===== src/rtl/fetch_stage.sv =====
// Instruction fetch stage: PC sequencing, redirect handling, one-entry skid buffer and IF/ID register.
// Optional macro FETCH_COUNT_EN adds a 32-bit count of instructions delivered to decode.
module fetch_stage #(
  parameter int                  PC_WIDTH    = 32,
  parameter int                  INSTR_WIDTH = 32,
  parameter logic [PC_WIDTH-1:0] RESET_PC    = '0
) (
  input  logic                   clk,
  input  logic                   rst,
  input  logic [1:0]             JMPSel,
  input  logic [1:0]             BranchSel,
  input  logic                   eq_flag,
  input  logic                   gt_flag,
  input  logic [PC_WIDTH-1:0]    jmp_target,
  input  logic [PC_WIDTH-1:0]    reg_target,
  input  logic [PC_WIDTH-1:0]    branch_target,
  input  logic                   stall,
  output logic                   imem_req,
  output logic [PC_WIDTH-1:0]    imem_addr,
  input  logic                   imem_ready,
  input  logic [INSTR_WIDTH-1:0] imem_rdata,
  output logic [INSTR_WIDTH-1:0] instr_out,
  output logic [PC_WIDTH-1:0]    pc_out,
  output logic                   instr_valid
`ifdef FETCH_COUNT_EN
  ,
  output logic [31:0]            fetch_count
`endif
);

  typedef enum logic [1:0] {IDLE, FETCH, SKID, DISCARD} state_t;

  state_t                 state_q, state_d;
  logic [PC_WIDTH-1:0]    pc_q, pc_d;
  logic                   req_q, req_d;
  logic [PC_WIDTH-1:0]    addr_q, addr_d;
  logic [INSTR_WIDTH-1:0] skidInstr_q, skidInstr_d;
  logic [PC_WIDTH-1:0]    skidPc_q, skidPc_d;
  logic [INSTR_WIDTH-1:0] instr_q, instr_d;
  logic [PC_WIDTH-1:0]    pcOut_q, pcOut_d;
  logic                   valid_q, valid_d;
  logic                   loadIfId;

  logic                   takenBranch;
  logic                   redirect;
  logic [PC_WIDTH-1:0]    redirTarget;
  logic [PC_WIDTH-1:0]    pcPlus4;

  // The branch comes from an older instruction than the jump, so it wins.
  assign takenBranch = ((BranchSel == 2'b01) && eq_flag) || ((BranchSel == 2'b10) && gt_flag);
  assign redirect    = takenBranch || (JMPSel == 2'b01) || (JMPSel == 2'b10);
  assign pcPlus4     = pc_q + PC_WIDTH'(4);

  always_comb begin
    redirTarget = reg_target;
    if (takenBranch) begin
      redirTarget = branch_target;
    end else if (JMPSel == 2'b01) begin
      redirTarget = jmp_target;
    end
  end

  always_comb begin
    state_d     = state_q;
    pc_d        = pc_q;
    req_d       = req_q;
    addr_d      = addr_q;
    skidInstr_d = skidInstr_q;
    skidPc_d    = skidPc_q;
    instr_d     = instr_q;
    pcOut_d     = pcOut_q;
    valid_d     = valid_q;
    loadIfId    = 1'b0;

    case (state_q)
      IDLE: begin
        state_d = FETCH;
        req_d   = 1'b1;
        pc_d    = redirect ? redirTarget : pc_q;
        addr_d  = redirect ? redirTarget : pc_q;
      end
      FETCH: begin
        if (redirect) begin
          pc_d = redirTarget;
          if (imem_ready) begin
            addr_d = redirTarget;
          end else begin
            state_d = DISCARD;
          end
        end else if (imem_ready) begin
          pc_d   = pcPlus4;
          addr_d = pcPlus4;
          if (stall) begin
            skidInstr_d = imem_rdata;
            skidPc_d    = pc_q;
            req_d       = 1'b0;
            state_d     = SKID;
          end else begin
            instr_d  = imem_rdata;
            pcOut_d  = pc_q;
            valid_d  = 1'b1;
            loadIfId = 1'b1;
          end
        end else if (!stall) begin
          valid_d = 1'b0;
        end
      end
      SKID: begin
        if (redirect) begin
          pc_d    = redirTarget;
          addr_d  = redirTarget;
          req_d   = 1'b1;
          state_d = FETCH;
        end else if (!stall) begin
          instr_d  = skidInstr_q;
          pcOut_d  = skidPc_q;
          valid_d  = 1'b1;
          loadIfId = 1'b1;
          addr_d   = pc_q;
          req_d    = 1'b1;
          state_d  = FETCH;
        end
      end
      DISCARD: begin
        // Old address stays on the bus until memory answers; only the stored target moves.
        if (redirect) begin
          pc_d = redirTarget;
        end
        if (imem_ready) begin
          state_d = FETCH;
          addr_d  = redirect ? redirTarget : pc_q;
        end
        if (!redirect && !stall) begin
          valid_d = 1'b0;
        end
      end
      default: begin
        state_d = IDLE;
      end
    endcase

    if (redirect) begin
      valid_d = 1'b0;
      instr_d = '0;
    end
  end

  always_ff @(posedge clk or posedge rst) begin
    if (rst) begin
      state_q     <= IDLE;
      pc_q        <= RESET_PC;
      req_q       <= 1'b0;
      addr_q      <= RESET_PC;
      skidInstr_q <= '0;
      skidPc_q    <= '0;
      instr_q     <= '0;
      pcOut_q     <= '0;
      valid_q     <= 1'b0;
    end else begin
      state_q     <= state_d;
      pc_q        <= pc_d;
      req_q       <= req_d;
      addr_q      <= addr_d;
      skidInstr_q <= skidInstr_d;
      skidPc_q    <= skidPc_d;
      instr_q     <= instr_d;
      pcOut_q     <= pcOut_d;
      valid_q     <= valid_d;
    end
  end

  assign imem_req    = req_q;
  assign imem_addr   = addr_q;
  assign instr_out   = instr_q;
  assign pc_out      = pcOut_q;
  assign instr_valid = valid_q;

`ifdef FETCH_COUNT_EN
  logic [31:0] count_q;

  always_ff @(posedge clk or posedge rst) begin
    if (rst) begin
      count_q <= '0;
    end else if (loadIfId) begin
      count_q <= count_q + 32'd1;
    end
  end

  assign fetch_count = count_q;
`endif

endmodule


===== config.mk =====
export PLATFORM = sky130hd
export DESIGN_NAME = fetch_stage
export DESIGN_NICKNAME = d
export VERILOG_FILES = /design/src/rtl/fetch_stage.sv
export SDC_FILE = /design/constraint.sdc
export NUM_CORES = 1
export LEC_CHECK = 0
export CAP_MARGIN = 10
export CORE_MARGIN = 8
export CORE_UTILIZATION = 52
export CTS_BUF_LIST = sky130_fd_sc_hd__clkbuf_2
export CTS_CLUSTER_DIAMETER = 30
export DETAILED_ROUTE_END_ITERATION = 8
export GPL_TIMING_DRIVEN = 0
export PLACE_DENSITY = 0.83
export SYNTH_ARGS = -nofsm -noshare
export SYNTH_HDL_FRONTEND = slang
export SYNTH_SLANG_ARGS = --single-unit

===== constraint.sdc =====
create_clock -name clk -period 8.3 [get_ports clk]
set_input_delay 0.83 -clock clk [delete_from_list [all_inputs] [get_ports clk]]
set_output_delay 0.83 -clock clk [all_outputs]
set_load 0.05 [all_outputs]

==> out/results.ini <==
[setup_path]
cp-end-kind=register
cp_slowest_cell=o22ai_1
worstSetupStartpoint=state_q[1]$_DFFE_PP0P_
cp_cell_sequence=inv_1 > ha_1 > clkbuf_4 > clkbuf_1 > nor2_1 > o22ai_1 > clkbuf_1 > o31ai_1
crit_path_frequent_cell=clkbuf_1
max_stage_delay_ns=0.71
crit_buf_inv=4
path_delay_family=buffers and inverters
startpoint_type=register
reg2reg_from=state_q[1]$_DFFE_PP0P_
crit_arrival_ns=3.88
path_class=register to register
crit_path_max_fanout=10
worstPathRequired_ns=9.00

[route]
drc=0
wl_met1_um=12240
first_pass_iters=5
dr_total_vias=8501
finalWirelength_um=29740
top_layer=met4
wl_met3_um=2553
ant_nets=0
via_per_inst=5.899
wl_per_cell_um=20.64
wl_met2_um=14100
first_iter_violations=706

[power]
power.total_uw=4297
ir_drop_v=0.0002106
power_per_cell_area_nw_per_um2=338.3
power.leakage_uw=0.005019

[clock_network]
clockBufferDepth=2
cts_tree=yes
hold_buffers=0
cts_setup_buffers=0
postCtsResizedCells=0
insertion_delay_ns=0.83
cts_sinks=196
cts_buffers=17
path_clk_slew_ns=0.30
clockRootBuffer=clkbuf_2
h-tree-depth=4

[timing]
hold_viol_final=0
rsz0062_at_grt=false
worstMarginPinSlew_ns=0.8613
skew_ns=0.04168
maxSlewHeadroom=0.4210
setup_viol=0
finalCriticalPeriod_ns=3.179
period_share=0.3830
setup_tns_ns=0
hold_ws_ns=0.4830
fmax_mhz=314.6
slew_violations=0

[grt]
antenna_found_initial=1
grt_start_max_net_pins=107
globalRouteOverflowTotal=0
grt_pass1_wl_um=47320
grt_pass1_vias=8750
grt_usage=0.2554

[placement]
place_hpwl_um=22810
place.gp.congestion=0.9047
io_buffers=234

[synthesis]
ys.flop_type=dfrtp_1
seq_area_frac_synth=0.5027
postSynth.asyncResetShare=1.000
syn_area_um2=9757
yosys_warnings=0
ys_ff_latch=196
synth_fp_nets=1080
syn_inst=938
synth_edf_count=0
synth_cell_types=57
avgSynthCellArea_um2=10.40

[final_layout]
n_fill_cell=1422
nNetsFinal=1335
final_layout_size_suffix_gt1_frac=0.1169
synthToLayoutAreaGrowth_pct=30.20
fin_util=0.6837

[die]
start_util=0.5251
dieArea_um2=23400
pin_count=236
die_height_um=153.0
core_um2=18580
die_w_um=153.0
core.rowCount=50

[run_status]
status=complete, no violations

[flow_run]
cap_violations=0

[hold_path]
hp-class=input port to register
hp-start=stall

through the flow:
step	area (µm²)	cells	setup WS, ns
detailed placement	12430	1408	4.397
global placement	12390	1406	-0.2950
finish	12700	1441	5.121
global route	12700	1441	4.967
CTS	12700	1440	5.185
floorplan	9757	938	2.129
sequential cells by signal, indices dropped and copies added (netlist names):
register / flops
skidInstr_q: 32
instr_valid: 1
instr_out: 32
skidPc_q: 32
state_q: 2
imem_req: 1
pc_q: 32
imem_addr: 32
pc_out: 32
kinds of logic after synthesis:
family          synth area share
compound gates            0.1431
xor+xnor                 0.01526
fa+ha+maj               0.005130
buf+inv                  0.04514
flops                     0.5027
mux                       0.1643
simple gates              0.1244
final timing paths:
check	end	slack [ns]	cells past startpoint
hold / removal	imem_req$_DFFE_PP0P_	0.48	4
max in group asynchronous	pc_q[20]$_DFFE_PP0P_	6.90	3
setup / recovery	imem_addr[22]$_DFFE_PP0P_	5.12	8
min in group asynchronous	imem_addr[17]$_DFFE_PP0P_	0.49	2
setup reg to reg	imem_addr[22]$_DFFE_PP0P_	5.12	8
hold reg to reg	skidPc_q[13]$_DFFE_PP0P_	0.52	2
synth_stat cells, types with 3 or more instances:
master / count / area share
a211oi_1: 32 / 0.025
a21o_1: 3 / 0.0023
a21oi_1: 53 / 0.027
a22oi_1: 3 / 0.0023
a31oi_1: 18 / 0.012
and3_1: 6 / 0.0038
buf_1: 9 / 0.0035
buf_2: 3 / 0.0015
buf_6: 4 / 0.0046
clkbuf_1: 51 / 0.020
clkbuf_2: 4 / 0.0021
clkbuf_8: 6 / 0.0085
dfrtp_1: 196 / 0.50
ha_1: 4 / 0.0051
inv_1: 10 / 0.0038
mux2_2: 73 / 0.084
mux2i_1: 78 / 0.080
nand2_1: 75 / 0.029
nand2b_1: 3 / 0.0019
nand3_1: 10 / 0.0051
nand4_1: 14 / 0.0090
nor2_1: 106 / 0.041
nor3_1: 12 / 0.0062
nor3b_1: 4 / 0.0031
nor4_1: 12 / 0.0077
o211ai_1: 4 / 0.0031
o21a_1: 5 / 0.0038
o21ai_0: 45 / 0.023
o22ai_1: 13 / 0.0083
o31a_1: 5 / 0.0045
o31ai_1: 25 / 0.019
xnor2_1: 7 / 0.0063
xor2_1: 10 / 0.0090
where the power goes:
part | leakage [µW] | internal (µW) | switching, µW | total [µW]
logic | 0.00249 | 814 | 1390 | 2200
registers | 0.00237 | 1340 | 248 | 1590
clock network | 0.000155 | 131 | 377 | 509
cell usage in the layout, fill, tap and decap left out, types with 3 or more instances in the layout:
cell | netlist | routed
mux2_2 | 73 | 73
nand2b_1 | 3 | 3
buf_6 | 4 | 4
a21o_1 | 3 | 3
a211oi_1 | 32 | 32
a31oi_1 | 18 | 18
nor4_1 | 12 | 12
o211ai_1 | 4 | 4
xnor2_1 | 7 | 7
o21a_1 | 5 | 5
clkbuf_1 | 51 | 51
clkbuf_2 | 4 | 21
buf_1 | 9 | 9
nor3b_1 | 4 | 4
o21ai_0 | 45 | 45
clkbuf_8 | 6 | 6
dfrtp_1 | 196 | 196
ha_1 | 4 | 4
o31a_1 | 5 | 5
nor3_1 | 12 | 12
a21oi_1 | 53 | 53
inv_8 | 0 | 4
xor2_1 | 10 | 10
o22ai_1 | 13 | 13
nand4_1 | 14 | 14
a22oi_1 | 3 | 3
inv_6 | 0 | 7
o31ai_1 | 25 | 25
nand3_1 | 10 | 10
clkdlybuf4s50_1 | 0 | 234
clkinv_8 | 0 | 3
nand2_1 | 75 | 75
buf_2 | 3 | 3
nor2_1 | 106 | 106
inv_1 | 10 | 9
mux2i_1 | 78 | 78
and3_1 | 6 | 6
per-layer routing:
| metal | vias to the layer above | GRT usage |
|---|---|---|
| met2 | 381 | 0.4179 |
| li1 | 3887 | - |
| met3 | 60 | 0.08373 |
| met5 | - | 0 |
| met1 | 4173 | 0.3123 |
| met4 | 0 | 0.08954 |
cell type report:
class,instances,area (µm²),share of cell area
tap,234,292.8,0.02305
multi-input combinational,653,4412,0.3473
sequential,196,4905,0.3861
buffer,79,402.9,0.03171
clock buffer,17,85.08,0.006698
inverter,10,45.04,0.003546
clock inverter,15,181.4,0.01428
antenna,1,2.502,0.0001970
timing repair buffer,236,2377,0.1871
worst reg2reg max path, stage by stage, from the launching register on:
cell and delay [ns]:
dfrtp_1 0.50, inv_1 0.08, ha_1 0.13, clkbuf_4 0.16, clkbuf_1 0.48, nor2_1 0.17
o22ai_1 0.71, clkbuf_1 0.66, o31ai_1 0.19
(Power assumes the default switching activity.)
